===== src/rtl/fp_ctrl_pkg.sv =====
// Shared definitions for the FP divide/sqrt sequencing controller.
package fp_ctrl_pkg;

  typedef enum logic [1:0] {
    IDLE  = 2'd0,
    BUSY  = 2'd1,
    ROUND = 2'd2,
    WB    = 2'd3
  } divsqrt_state_t;

  localparam logic FP_OP_DIV  = 1'b0;
  localparam logic FP_OP_SQRT = 1'b1;

  // Bit positions inside the 5-bit fflags vector {NV,DZ,OF,UF,NX}.
  localparam int FFLAG_NV = 4;
  localparam int FFLAG_DZ = 3;
  localparam int FFLAG_OF = 2;
  localparam int FFLAG_UF = 1;
  localparam int FFLAG_NX = 0;

  localparam logic [2:0] RM_RNE = 3'b000;
  localparam logic [2:0] RM_RTZ = 3'b001;
  localparam logic [2:0] RM_RDN = 3'b010;
  localparam logic [2:0] RM_RUP = 3'b011;
  localparam logic [2:0] RM_RMM = 3'b100;
  localparam logic [2:0] RM_DYN = 3'b111;

  function automatic int max_int(input int a, input int b);
    return (a > b) ? a : b;
  endfunction

endpackage


===== src/rtl/fp_divsqrt_ctrl.sv =====
// Sequencer for the shared iterative FDIV.S/FSQRT.S datapath: accepts one
// operation, stalls the front end, walks the datapath through its iterations
// and rounding cycle, then writes the held result back when the normal FP
// pipeline leaves the write port free.
module fp_divsqrt_ctrl
  import fp_ctrl_pkg::*;
#(
  parameter int DIV_ITER  = 26,  // must be >= 1
  parameter int SQRT_ITER = 25   // must be >= 1
) (
  input  logic        clk,
  input  logic        reset,
  input  logic        issue_valid,
  input  logic        issue_op,
  input  logic [4:0]  issue_rd,
  input  logic [2:0]  issue_rm,
  output logic        issue_ready,
  input  logic        flush,
  output logic        stall_req,
  output logic        busy,
  output logic        dp_start,
  output logic        dp_op,
  output logic [2:0]  dp_rm,
  output logic        dp_iter_en,
  output logic        dp_round,
  input  logic        dp_special,
  input  logic [31:0] dp_result,
  input  logic [4:0]  dp_flags,
  input  logic        pipe_wb_valid,
  output logic        wb_valid,
  output logic [4:0]  wb_rd,
  output logic [31:0] wb_data,
  output logic [4:0]  wb_flags
);

  localparam int MAX_ITER = max_int(DIV_ITER, SQRT_ITER);
  // A single-iteration configuration still needs a 1-bit counter.
  localparam int CNT_W = (MAX_ITER > 1) ? $clog2(MAX_ITER) : 1;
  localparam logic [CNT_W-1:0] DIV_LOAD  = CNT_W'(DIV_ITER - 1);
  localparam logic [CNT_W-1:0] SQRT_LOAD = CNT_W'(SQRT_ITER - 1);

  divsqrt_state_t   state_q, state_d;
  logic [CNT_W-1:0] cnt_q, cnt_d;
  logic             first_q, first_d;
  logic             op_q, op_d;
  logic [4:0]       rd_q, rd_d;
  logic [2:0]       rm_q, rm_d;
  logic [31:0]      data_q, data_d;
  logic [4:0]       flags_q, flags_d;

  // Next-state, counter, field latching and per-state datapath controls.
  always_comb begin
    state_d     = state_q;
    cnt_d       = cnt_q;
    first_d     = first_q;
    op_d        = op_q;
    rd_d        = rd_q;
    rm_d        = rm_q;
    data_d      = data_q;
    flags_d     = flags_q;
    issue_ready = 1'b0;
    dp_start    = 1'b0;
    dp_iter_en  = 1'b0;
    dp_round    = 1'b0;
    wb_valid    = 1'b0;
    case (state_q)
      IDLE: begin
        issue_ready = !flush;
        if (issue_valid && !flush) begin
          state_d = BUSY;
          op_d    = issue_op;
          rd_d    = issue_rd;
          rm_d    = issue_rm;
          cnt_d   = (issue_op == FP_OP_SQRT) ? SQRT_LOAD : DIV_LOAD;
          first_d = 1'b1;
        end
      end
      BUSY: begin
        dp_iter_en = 1'b1;
        dp_start   = first_q;
        first_d    = 1'b0;
        if (flush) begin
          state_d = IDLE;
        end else if (first_q && dp_special) begin
          // Special operands resolve immediately; skip the iterations.
          state_d = ROUND;
        end else if (cnt_q == '0) begin
          state_d = ROUND;
        end else begin
          cnt_d = cnt_q - 1'b1;
        end
      end
      ROUND: begin
        dp_round = 1'b1;
        data_d   = dp_result;
        flags_d  = dp_flags;
        state_d  = flush ? IDLE : WB;
      end
      WB: begin
        // The normal FP pipeline owns the write port when it wants it.
        wb_valid = !pipe_wb_valid && !flush;
        if (flush || wb_valid) state_d = IDLE;
      end
      default: state_d = IDLE;
    endcase
  end

  // State, counter and latched operation fields; reset clears everything.
  always_ff @(posedge clk) begin
    if (reset) begin
      state_q <= IDLE;
      cnt_q   <= '0;
      first_q <= 1'b0;
      op_q    <= 1'b0;
      rd_q    <= '0;
      rm_q    <= '0;
      data_q  <= '0;
      flags_q <= '0;
    end else begin
      state_q <= state_d;
      cnt_q   <= cnt_d;
      first_q <= first_d;
      op_q    <= op_d;
      rd_q    <= rd_d;
      rm_q    <= rm_d;
      data_q  <= data_d;
      flags_q <= flags_d;
    end
  end

  assign busy      = (state_q != IDLE);
  assign stall_req = busy;
  assign dp_op     = op_q;
  assign dp_rm     = rm_q;
  assign wb_rd     = rd_q;
  assign wb_data   = data_q;
  assign wb_flags  = flags_q;

endmodule


===== config.mk =====
export PLATFORM = sky130hd
export DESIGN_NAME = fp_divsqrt_ctrl
export DESIGN_NICKNAME = d
export VERILOG_FILES = /design/src/rtl/fp_ctrl_pkg.sv /design/src/rtl/fp_divsqrt_ctrl.sv
export SDC_FILE = /design/constraint.sdc
export NUM_CORES = 1
export LEC_CHECK = 0
export BUFFER_PORTS_ARGS = -buffer_cell sky130_fd_sc_hd__buf_4
export CAP_MARGIN = 20
export CORE_MARGIN = 2
export CORE_UTILIZATION = 30
export DETAILED_ROUTE_END_ITERATION = 16
export PLACE_DENSITY_LB_ADDON = 0.08
export REMOVE_ABC_BUFFERS = 1
export SLEW_MARGIN = 20
export SYNTH_ARGS = -nofsm -noshare
export SYNTH_HDL_FRONTEND = slang
export SYNTH_SLANG_ARGS = --single-unit

===== constraint.sdc =====
create_clock -name clk -period 2.16 [get_ports clk]
set_input_delay 0.108 -clock clk [delete_from_list [all_inputs] [get_ports clk]]
set_output_delay 0.108 -clock clk [all_outputs]
set_load 0.05 [all_outputs]

# Yosys cells after proc, flatten, opt, wreduce, memory -nomap -nowiden
# Cells that the tools add are included.
[classes]
magnitude_cmp = 0
reduce_logical = 14
div_mod_pow = 0
mul = 0
n_addsub = 1
shift = 0
bitwise_logic = 0
eq_ne = 9
n_mux = 20
[ops]
columns = ["op", "count"]
rows = [
  ["2-to-1 mux 5 bit", 4],
  ["2-to-1 mux 2 bit", 6],
  ["inequality test 2 bit, second input constant", 5],
  ["one-hot mux 5 bit (2 select lines)", 1],
  ["one-hot mux 2 bit (4 select lines)", 1],
  ["2-to-1 mux 1 bit", 7],
  ["zero test 5 bit", 1],
  ["AND reduction 5 bit", 1],
  ["subtractor 5 x 1 -> 5 bit, second input constant", 1],
  ["== test 2 bit, second input constant", 2],
  ["inequality test 4 bit, second input constant", 1],
  ["AND reduction 2 bit", 2],
  ["nonzero test 2 bit", 2],
  ["logical AND 1 bit", 3],
  ["AND reduction 3 bit", 1],
  ["== test 2 x 1 -> 1 bit, second input constant", 1],
  ["zero test 1 bit", 2],
  ["zero test 2 bit", 1],
  ["one-hot mux 1 bit (2 select lines)", 1],
  ["logical OR 1 bit", 1],
]
[word_totals]
latch_bits = 0
ramBits = 0
output_inout_bits = 53
rom_bits = 0
memories = 0
regBits = 54

# Longest topological paths before layout
# Gate-level depths: netlist (run 1).
[logic_depth]
depth_word = 5
ltp_mapped = 7
depth_no_buf = 6

# Worst setup path after synthesis (run 1)
# Ideal clock, no wire load.
[synth_timing]
kind = "register -> output"
startpoint = "reg state_q[1]"
endpoint = "out wb_valid"
setup_slack_ps = 2
arrival_time_ps = 2050
t_required_ps = 2052
path_buffers = 1
path_stages_with_launch = 3
cell_sequence = "dfxtp_1 > buf_2 > nor4bb_1"
[synth_via]
elab_chain_cells = 2
[synth_rtl]
columns = ["element", "line", "source"]
rows = [
  ["start, declared", "fp_divsqrt_ctrl.sv:42", "divsqrt_state_t state_q, state_d;"],
  ["start signal, assigned", "fp_divsqrt_ctrl.sv:120", "state_q <= state_d;"],
  ["== test 2 bit", "fp_divsqrt_ctrl.sv:66", "case (state_q)"],
  ["2-to-1 mux 1 bit", "fp_divsqrt_ctrl.sv:66", ""],
  ["end, declared", "fp_divsqrt_ctrl.sv:30", "output logic wb_valid,"],
]
# Every way passes these cells.

# Worst setup path after layout (run 1)
[layout_timing]
startpoint = "reg state_q[1]"
endpoint = "out dp_round"
[layout_via]
elab_chain_cells = 2
[layout_rtl]
columns = ["element", "line", "source"]
rows = [
  ["== test 2 bit", "fp_divsqrt_ctrl.sv:66", ""],
  ["2-to-1 mux 1 bit", "fp_divsqrt_ctrl.sv:66", ""],
  ["end, declared", "fp_divsqrt_ctrl.sv:25", "output logic dp_round,"],
]
# Every way passes these cells.

==> impl_metrics.tcl, run 1 <==
set metrics [dict create \
    status "finished, final reports clean" \
    stdcell_area_um2 3000 \
    synth-simple-area-share 0.272 \
    clk-insertion-delay-late_ns 0.31 \
    yosysMostFrequentCell "nand2_1" \
    arrival_ns 1.67 \
    fillers 714 \
    cts_tree "done" \
    fin_cells 438 \
    drtIter0Drc 67 \
    post_cts_buffers 0 \
    via_per_inst 4.50 \
    post_cts_resize_count 0 \
    critPathKind "flop to output port" \
    port_buffers 104 \
    rsz0062_at_grt "false" \
    ctsLongestPathBuffers 2 \
    ys_types 33 \
    synth.cell_area_um2 2090 \
    reg2reg_depth 6 \
    die_y_um 87.4 \
    gp_congestion 0.748 \
    holdPathStages 3 \
    worstSetupEndpointType "output port" \
    r2r_end "cnt_q[0]" \
    num_rows 30 \
    maxSlewHeadroom 0.606 \
    start_util 0.309 \
    total_power_mw 2.02 \
    p_int_mw 1.44 \
    critical_path_required_ns 2.05 \
    synth_fa_ha_area_frac 0.00600 \
    setup_viol_count_final 0 \
    track_usage 0.135 \
    antenna_found_initial 0 \
    drv_cap 0 \
    cpMostUsedCell "buf_4" \
    htreeDepth 2 \
    n_antenna_cell 0 \
    path_clk_slew_ns 0.10 \
    ios 105 \
    grt_pass1_wl_um 8150 \
    pwr-share-comb 0.186 \
    rr_startpoint "cnt_q[0]" \
    vias 1972 \
    cts_sinks 54 \
    p_per_area_nw_per_um2 673 \
    postSynth.asyncResetShare 0 \
    drv_slew 0 \
    pre_cts_ws_ns 0.507 \
    drive_above_1_share 0.349 \
    cts_hold_buf 0 \
    synth_top_area_cell "dfxtp_1" \
    p_seq_frac 0.523 \
    finClkSkew_ns 0.00952 \
    synthFlopType "dfxtp_1" \
    synth_top_cell_area_share 0.518 \
    syn_inst 262 \
    synth-xor-area-share 0 \
    wl_um 5290 \
    placed_cell_area_um2 2900 \
    syn_to_final_growth_pct 43.6 \
    max_stage_delay_ns 0.56 \
    die_area_um2 7640 \
    core_um2 6760 \
    cts-buffers-inserted 5 \
    ys_seq_area_frac 0.518 \
    nets 410 \
    synth_top_family_by_area "simple AND/OR/NAND/NOR gates" \
    peakVddDrop_mv 0.240 \
    synth_area_leaders "dfxtp_1 52%, nand2_1 17%, a21oi_1 12%" \
    firstDrtPassIters 4 \
    clock.fmax_mhz 562 \
    dp.cells 430 \
    die_x_um 87.4 \
    p_leak_nw 1.26 \
    grt-ovfl-total 0 \
    min_period_over_period 0.823 \
    finalCriticalPeriod_ns 1.78 \
    hpwl_um 3520 \
    synth_seq_cells 54 \
    slowest_stage "dfxtp_1" \
    tightest_slew_ns 0.591 \
    synth_edf_count 0 \
    timing.final.hold_violations 0 \
    drc_errors 0 \
    hp-class "primary input to flop" \
    synth_area_per_cell_um2 7.97 \
    final.setup.worst_slack_ns 0.382 \
    antenna_left 0 \
    min_from "dp_result[31]" \
    worstSetupStartpointType "flop" \
    synth-compound-area-share 0.150 \
    muxShareOfSynthArea 0.00480 \
    regToRegSetupSlack_ns 0.49 \
    grt_max_degree 55 \
    pwr-share-clk 0.290 \
    avgRoutedWirePerCell_um 12.1 \
    root_buffer "clkbuf_8" \
    sw_frac_of_total 0.288 \
    yosysWarnings 0 \
    grt_pass1_vias 1777 \
    holdPathEnd "wb_data[31]" \
    synth_common_cells "95 x nand2_1, 54 x dfxtp_1, 52 x a21oi_1" \
    switchingPower_uw 580 \
    path_cells "nand2b_1, inv_1, buf_4, buf_4" \
    path_max_fanout 38 \
]
cell usage in the layout, fill, tap and decap left out:
cell / count
and2_1: 1
clkinvlp_4: 1
nor4_2: 1
nor3_2: 1
clkinv_2: 1
or2_2: 2
nand3b_1: 1
nor4bb_1: 1
inv_2: 1
clkbuf_8: 6
a31oi_1: 1
buf_4: 107
nand3_4: 1
nand2_1: 95
inv_1: 3
nor2b_1: 1
o21ai_0: 1
mux2i_1: 1
dfxtp_1: 54
nor3_1: 1
nand2b_1: 1
ha_1: 1
o2111ai_1: 1
nor2_1: 10
a211oi_1: 2
or3_1: 3
nor4b_4: 1
a21oi_2: 1
nand3_1: 2
a21oi_1: 52
nand2b_4: 1
or4b_4: 1
a311oi_1: 1
layer usage:
layer / vias to the layer above / GRT usage / share of wire
li1: 1042 / - / -
met1: 862 / 0.173 / 0.45
met2: 63 / 0.219 / 0.47
met3: 5 / 0.0408 / 0.073
met4: 0 / 0.0378 / 0.010
met5: - / 0 / 0
through the flow:
stage | hold WS [ns] | utilization | TNS, ns
2_1_floorplan | 0.177 | - | -12.69
3_5_place_dp | 0.364 | 0.430 | 0
4_1_cts | 0.0266 | 0.444 | 0
6_report | 0.0361 | 0.444 | 0
5_1_grt | 0.0200 | 0.444 | 0
3_3_place_gp | 0.356 | 0.430 | 0
final cells by class:
class / count / area (um^2) / share of cell area
flip-flops and latches: 54 / 1080 / 0.361
clock inverters: 2 / 12.5 / 0.00417
inverters: 4 / 15.0 / 0.00501
well taps: 80 / 100 / 0.0334
repair buffers: 107 / 803 / 0.268
clock buffers: 6 / 82.6 / 0.0275
multi-input cells: 185 / 903 / 0.301
worst max-delay path: cells and delay by family, from the launching register on:
family                 cells  cell delay (ns)
buffers and inverters      3             0.68
DFF                        1             0.56
and+or+nand+nor            1             0.12
power by group through the flow:
stage	Sequential, mW	Combinational [mW]	Clock (mW)
finish	1.06	0.376	0.585
global route	1.06	0.405	0.663
CTS	1.06	0.381	0.619
detailed placement	1.08	0.381	0
global placement	1.08	0.381	0
floorplan	1.16	0.128	0
worst max-delay path by stage:
stage	startpoint	end	slack (ns)	depth (start not counted)
2_1_floorplan	state_q[0]	wb_data[0]	-0.34	4
3_3_place_gp	cnt_q[0]	cnt_q[0]	0.54	6
3_5_place_dp	cnt_q[0]	cnt_q[0]	0.51	6
4_1_cts	state_q[1]	dp_round	0.33	4
5_1_grt	state_q[1]	dp_round	0.23	4
6_report	state_q[1]	dp_round	0.38	4
sequential cells by signal, indices dropped and copies added (netlist names):
name,cells
wb_data,32
dp_rm,3
wb_flags,5
wb_rd,5
first_q,1
cnt_q,5
state_q,2
dp_op,1
cell families (layout without fill, tap and decap cells):
group | Yosys count | in the layout
buf+inv | 23 | 119
mux | 1 | 1
compound gates | 59 | 59
fa+ha+maj | 1 | 1
flops | 54 | 54
simple gates | 124 | 124
No activity file was read; power rests on OpenSTA's default activity.
==> inputs of run 2 (changes only) <==
ABC_AREA = 1   (was unset)
clock period = 1.48 ns   (was 2.16 ns; I/O delays follow)
==> run 2 against run 1 <==
Non-clock buffer count up 8. Register-to-register slack worse by 0.32 ns. Routed wire length up 4.4%. Die area up 3.4%. Critical path depth unchanged. Final area up 4.7%. Power rose to 2.7 times the previous value. Cell count up 11%. Count of clock-buffer cells in the layout unchanged. Worst setup slack worse by 0.28 ns. Critical endpoint unchanged. Highest routed layer unchanged.
==> impl_metrics.tcl, run 2 <==
set metrics [dict create \
    num_rows 30 \
    avgRoutedWirePerCell_um 11.4 \
    worstSetupEndpointType "output port" \
    ios 105 \
    timing.final.hold_violations 0 \
    finClkSkew_ns 0.00761 \
    grt_pass1_wl_um 8460 \
    critical_path_required_ns 1.41 \
    yosysWarnings 0 \
    drv_cap 0 \
    synth_top_cell_area_share 0.500 \
    synth_top_area_cell "dfxtp_1" \
    critPathKind "flop to output port" \
    p_leak_nw 1.45 \
    antenna_left 0 \
    firstDrtPassIters 4 \
    fillers 712 \
    total_power_mw 5.51 \
    synth_seq_cells 54 \
    syn_to_final_growth_pct 45.2 \
    grt_max_degree 50 \
    synthFlopType "dfxtp_1" \
    rsz0062_at_grt "false" \
    grt-ovfl-total 0 \
    grt_pass1_vias 1824 \
    yosysMostFrequentCell "nor2_1" \
    synth.cell_area_um2 2160 \
    drtIter0Drc 92 \
    synth_area_per_cell_um2 7.66 \
    ctsLongestPathBuffers 2 \
    drv_slew 0 \
    die_y_um 88.9 \
    via_per_inst 4.32 \
    wl_um 5520 \
    root_buffer "clkbuf_8" \
    status "finished, final reports clean" \
    peakVddDrop_mv 1.07 \
    ys_seq_area_frac 0.500 \
    cts-buffers-inserted 5 \
    path_clk_slew_ns 0.09 \
    die_area_um2 7900 \
    port_buffers 104 \
    n_antenna_cell 0 \
    path_max_fanout 38 \
    clk-insertion-delay-late_ns 0.30 \
    worstSetupStartpointType "flop" \
    setup_viol_count_final 0 \
    hpwl_um 3690 \
    synth_edf_count 0 \
    nets 442 \
    antenna_found_initial 0 \
    synth_common_cells "107 x nor2_1, 54 x dfxtp_1, 34 x o21ai_0" \
    track_usage 0.136 \
    hp-class "primary input to flop" \
    finalCriticalPeriod_ns 1.38 \
    p_per_area_nw_per_um2 1760 \
    largest_reg_flops 32 \
    synth_area_leaders "dfxtp_1 50%, nor2_1 19%, o21ai_0 7.9%" \
    drc_errors 0 \
    final.setup.worst_slack_ns 0.0983 \
    cts_sinks 54 \
    htreeDepth 2 \
    cts_tree "done" \
    core_um2 6870 \
    vias 2095 \
    die_x_um 88.9 \
    arrival_ns 1.31 \
    utilization 0.457 \
    gp_congestion 0.728 \
    clock.fmax_mhz 724 \
    maxSlewHeadroom 0.764 \
    drive_above_1_share 0.337 \
    final_cell_mix "107 x nor2_1, 107 x buf_4, 54 x dfxtp_1, 34 x o21ai_0, 16 x nand2_1" \
    ys_types 25 \
    pre_cts_ws_ns 0.131 \
    min_period_over_period 0.934 \
    syn_inst 282 \
    post_cts_buffers 0 \
    start_util 0.315 \
    tightest_slew_ns 0.353 \
    postSynth.asyncResetShare 0 \
]
-- run 2: cell types whose count changed after synthesis, sizes merged, moves of 2 or more --
cell	before	now
or3	3	0
nand2	95	23
inv	4	15
a21oi	53	5
o21ai	1	50
buf	12	10
nand2b	2	0
a211oi	2	0
nor2	10	110
nand3	3	5
or2	2	0
clkbuf	7	5
-- run 2: report_power, final --
group	total (mW)	switching, mW	leakage, nW	internal [mW]
Clock	0.774	0.448	0.0373	0.326
Combinational	2.80	1.95	0.972	0.857
Sequential	1.94	0.163	0.443	1.77
Total	5.51	2.56	1.45	2.96
-- run 2: final timing paths --
check	endpoint	cells past startpoint	slack [ns]	startpoint
worst max-delay path	dp_round	4	0.1	state_q[0]
worst min-delay path	wb_flags[3]	3	0.01	dp_flags[3]
worst max register to register	state_q[0]	7	0.17	cnt_q[0]
worst min register to register	wb_rd[4]	2	0.49	wb_rd[4]
-- run 2: final cells by class --
class | instances | area, um^2 | area share
clock buffers | 6 | 72.6 | 0.0231
clock inverters | 1 | 7.51 | 0.00239
inverters | 15 | 61.3 | 0.0195
multi-input cells | 198 | 902 | 0.287
flip-flops and latches | 54 | 1080 | 0.344
well taps | 96 | 120 | 0.0383
repair buffers | 115 | 893 | 0.285
-- run 2: cell families (layout without fill, tap and decap cells) --
group | count (synthesis) | count (layout) | share of synthesized area
buf+inv | 30 | 137 | 0.0822
xor+xnor | 1 | 1 | 0.00405
compound gates | 55 | 55 | 0.131
fa+ha+maj | 1 | 1 | 0.00579
simple gates | 141 | 141 | 0.277
flops | 54 | 54 | 0.500
-- run 2: per-stage QoR --
step	std cells	hold slack [ns]	area (um^2)	TNS, ns
after floorplan	267	0.136	2040	-0.810
after global placement	471	0.293	2980	0
after detailed placement	471	0.294	2980	0
after CTS	484	0.0000286	3130	0
after global routing	485	0.00428	3140	0
final	485	0.0105	3140	0
-- run 2: timing repair --
item	4_1_cts	5_1_grt
gates resized for setup	2	0
hold endpoints to repair	9	1
hold buffers	6	1
endpoints found under the setup margin	1	0
-- run 2: worst max-delay path, cell delays in order (launching register included) --
cell     delay (ns)
dfxtp_1        0.33
inv_2          0.08
nand2_2        0.08
inv_6          0.24
buf_4          0.26
-- run 2: routing by layer --
| layer | share of wire | GRT usage |
|---|---|---|
| met5 | 0 | 0 |
| met4 | 0.0053 | 0.0372 |
| met3 | 0.084 | 0.0392 |
| met2 | 0.44 | 0.225 |
| met1 | 0.47 | 0.174 |
==> inputs of run 3 (changes only) <==
CORE_UTILIZATION = 41   (was 30)
==> run 3 against run 2 <==
Fmax about the same. Global-route usage rose by 4.7 points. Combinational power is 2% lower. Non-clock buffer count is 7 lower. Count of clock-buffer cells in the layout did not move. First-iteration DRC count fell by 11%. Via count decreased by 2.3%. Critical endpoint unchanged. Largest power group unchanged.
==> impl_metrics.tcl, run 3 (synthesis results as in run 2) <==
set metrics [dict create \
    pre_cts_ws_ns 0.0899 \
    vias 2046 \
    ctsLongestPathBuffers 2 \
    antenna_found_initial 0 \
    cts_tree "done" \
    path_clk_slew_ns 0.09 \
    gp_congestion 0.763 \
    start_util 0.423 \
    wl_met3_um 288 \
    clk-insertion-delay-late_ns 0.30 \
    grt_pass1_wl_um 8830 \
    top_layer_used "met4" \
    fin_cells 452 \
    placed_cell_area_um2 2940 \
    critPathKind "flop to output port" \
    path_max_fanout 38 \
    rsz0062_at_grt "true" \
    multiInputGateArea_um2 902 \
    wl_um 5090 \
    holdPathStages 3 \
    arrival_ns 1.31 \
    track_usage 0.184 \
    reg2reg_depth 6 \
    final_cell_mix "107 x nor2_1, 104 x buf_4, 54 x dfxtp_1, 34 x o21ai_0, 16 x nand2_1" \
    p_per_area_nw_per_um2 1800 \
    n_antenna_cell 0 \
    worstSetupEndpointType "output port" \
    dp.cells 443 \
    status "finished, final reports clean" \
    syn_to_final_growth_pct 41.0 \
    hpwl_um 3650 \
    drc_errors 0 \
    cts-buffers-inserted 5 \
    fillers 500 \
    grt_pass1_vias 1926 \
    peakVddDrop_mv 0.993 \
    seqCellArea_um2 1080 \
    grt_max_degree 50 \
    root_buffer "clkbuf_8" \
    total_power_mw 5.47 \
    cp_top_family "buffers and inverters" \
    drv_cap 0 \
    setup_viol_count_final 0 \
    layout_commonest_cell "nor2_1" \
    die_area_um2 5870 \
    final.setup.worst_slack_ns 0.0974 \
    firstDrtPassIters 4 \
    num_rows 26 \
    crit_cells 4 \
    critical_path_required_ns 1.41 \
    cts_sinks 54 \
    grt-ovfl-total 0 \
    tightest_slew_ns 0.251 \
    drtIter0Drc 82 \
    min_period_over_period 0.934 \
    htreeDepth 2 \
    avgRoutedWirePerCell_um 11.3 \
    slowest_stage "dfxtp_1" \
    antenna_left 0 \
    worst-path-buf-inv 3 \
    drive_above_1_share 0.338 \
    ios 105 \
    via_per_inst 4.53 \
    hp-class "primary input to flop" \
    maxSlewHeadroom 0.833 \
    die_x_um 76.6 \
    stdcell_area_um2 3050 \
    post_cts_buffers 0 \
    finClkSkew_ns 0.00886 \
    p_leak_nw 1.42 \
    drv_slew 0 \
    clock.fmax_mhz 723 \
    die_y_um 76.6 \
    wl_met1_um 2350 \
    nets 435 \
    finalCriticalPeriod_ns 1.38 \
    worstSetupStartpointType "flop" \
    dr_wl_met2_um 2420 \
    largest_reg_flops 32 \
    port_buffers 104 \
    max_stage_delay_ns 0.36 \
    core_um2 5110 \
    path_cells "inv_2, nand2_2, inv_8, buf_4" \
    timing.final.hold_violations 0 \
]
-- run 3: cell types whose count changed in the layout (fill, tap and decap cells not counted) --
cell / previous run / this run
buf_6: 0 / 1
inv_6: 1 / 0
dlygate4sd3_1: 7 / 2
buf_4: 107 / 104
inv_8: 0 / 1
-- run 3: power breakdown --
group	leakage, nW	internal (mW)	switching, mW
Sequential	0.443	1.77	0.178
Combinational	0.944	0.836	1.92
Clock	0.0373	0.325	0.442
Total	1.42	2.94	2.54
-- run 3: final cells by class --
class,instances,share of cell area
sequential,54,0.355
multi-input combinational,198,0.296
timing repair buffer,108,0.273
tap,70,0.0287
clock buffer,6,0.0238
inverter,15,0.0209
clock inverter,1,0.00246
-- run 3: layer usage --
metal  GRT usage  vias to the layer above
met5           0                        -
met2       0.312                       64
li1            -                     1090
met1       0.229                      888
met4      0.0545                        0
met3      0.0474                        4
-- run 3: worst min-delay path: stages --
cell,delay [ns]
buf_4,0.08
o21ai_2,0.05
nor2_1,0.07
-- run 3: timing repair --
| action | 4_1_cts | 5_1_grt |
|---|---|---|
| resized for setup | 2 | 2 |
| hold buffers | 1 | 1 |
| endpoints found under the hold margin | 4 | 1 |
| setup endpoints to repair | 1 | 2 |
-- run 3: stage by stage --
stage          setup TNS (ns)  hold slack (ns)   util
4_1_cts                     0          0.00131  0.593
3_5_place_dp                0            0.293  0.575
2_1_floorplan          -0.810            0.136      -
6_report                    0          0.00708  0.597
3_3_place_gp                0            0.296  0.575
5_1_grt             -0.000805         0.000365  0.597
-- run 3: path summary, 6_finish.rpt --
kind                                   from         end  slack [ns]
worst max-delay path             state_q[0]    dp_round         0.1
worst min-delay path            issue_rm[0]    dp_rm[0]       0.007
worst max register to register   state_q[0]  state_q[1]        0.18
worst min register to register      first_q     first_q        0.48
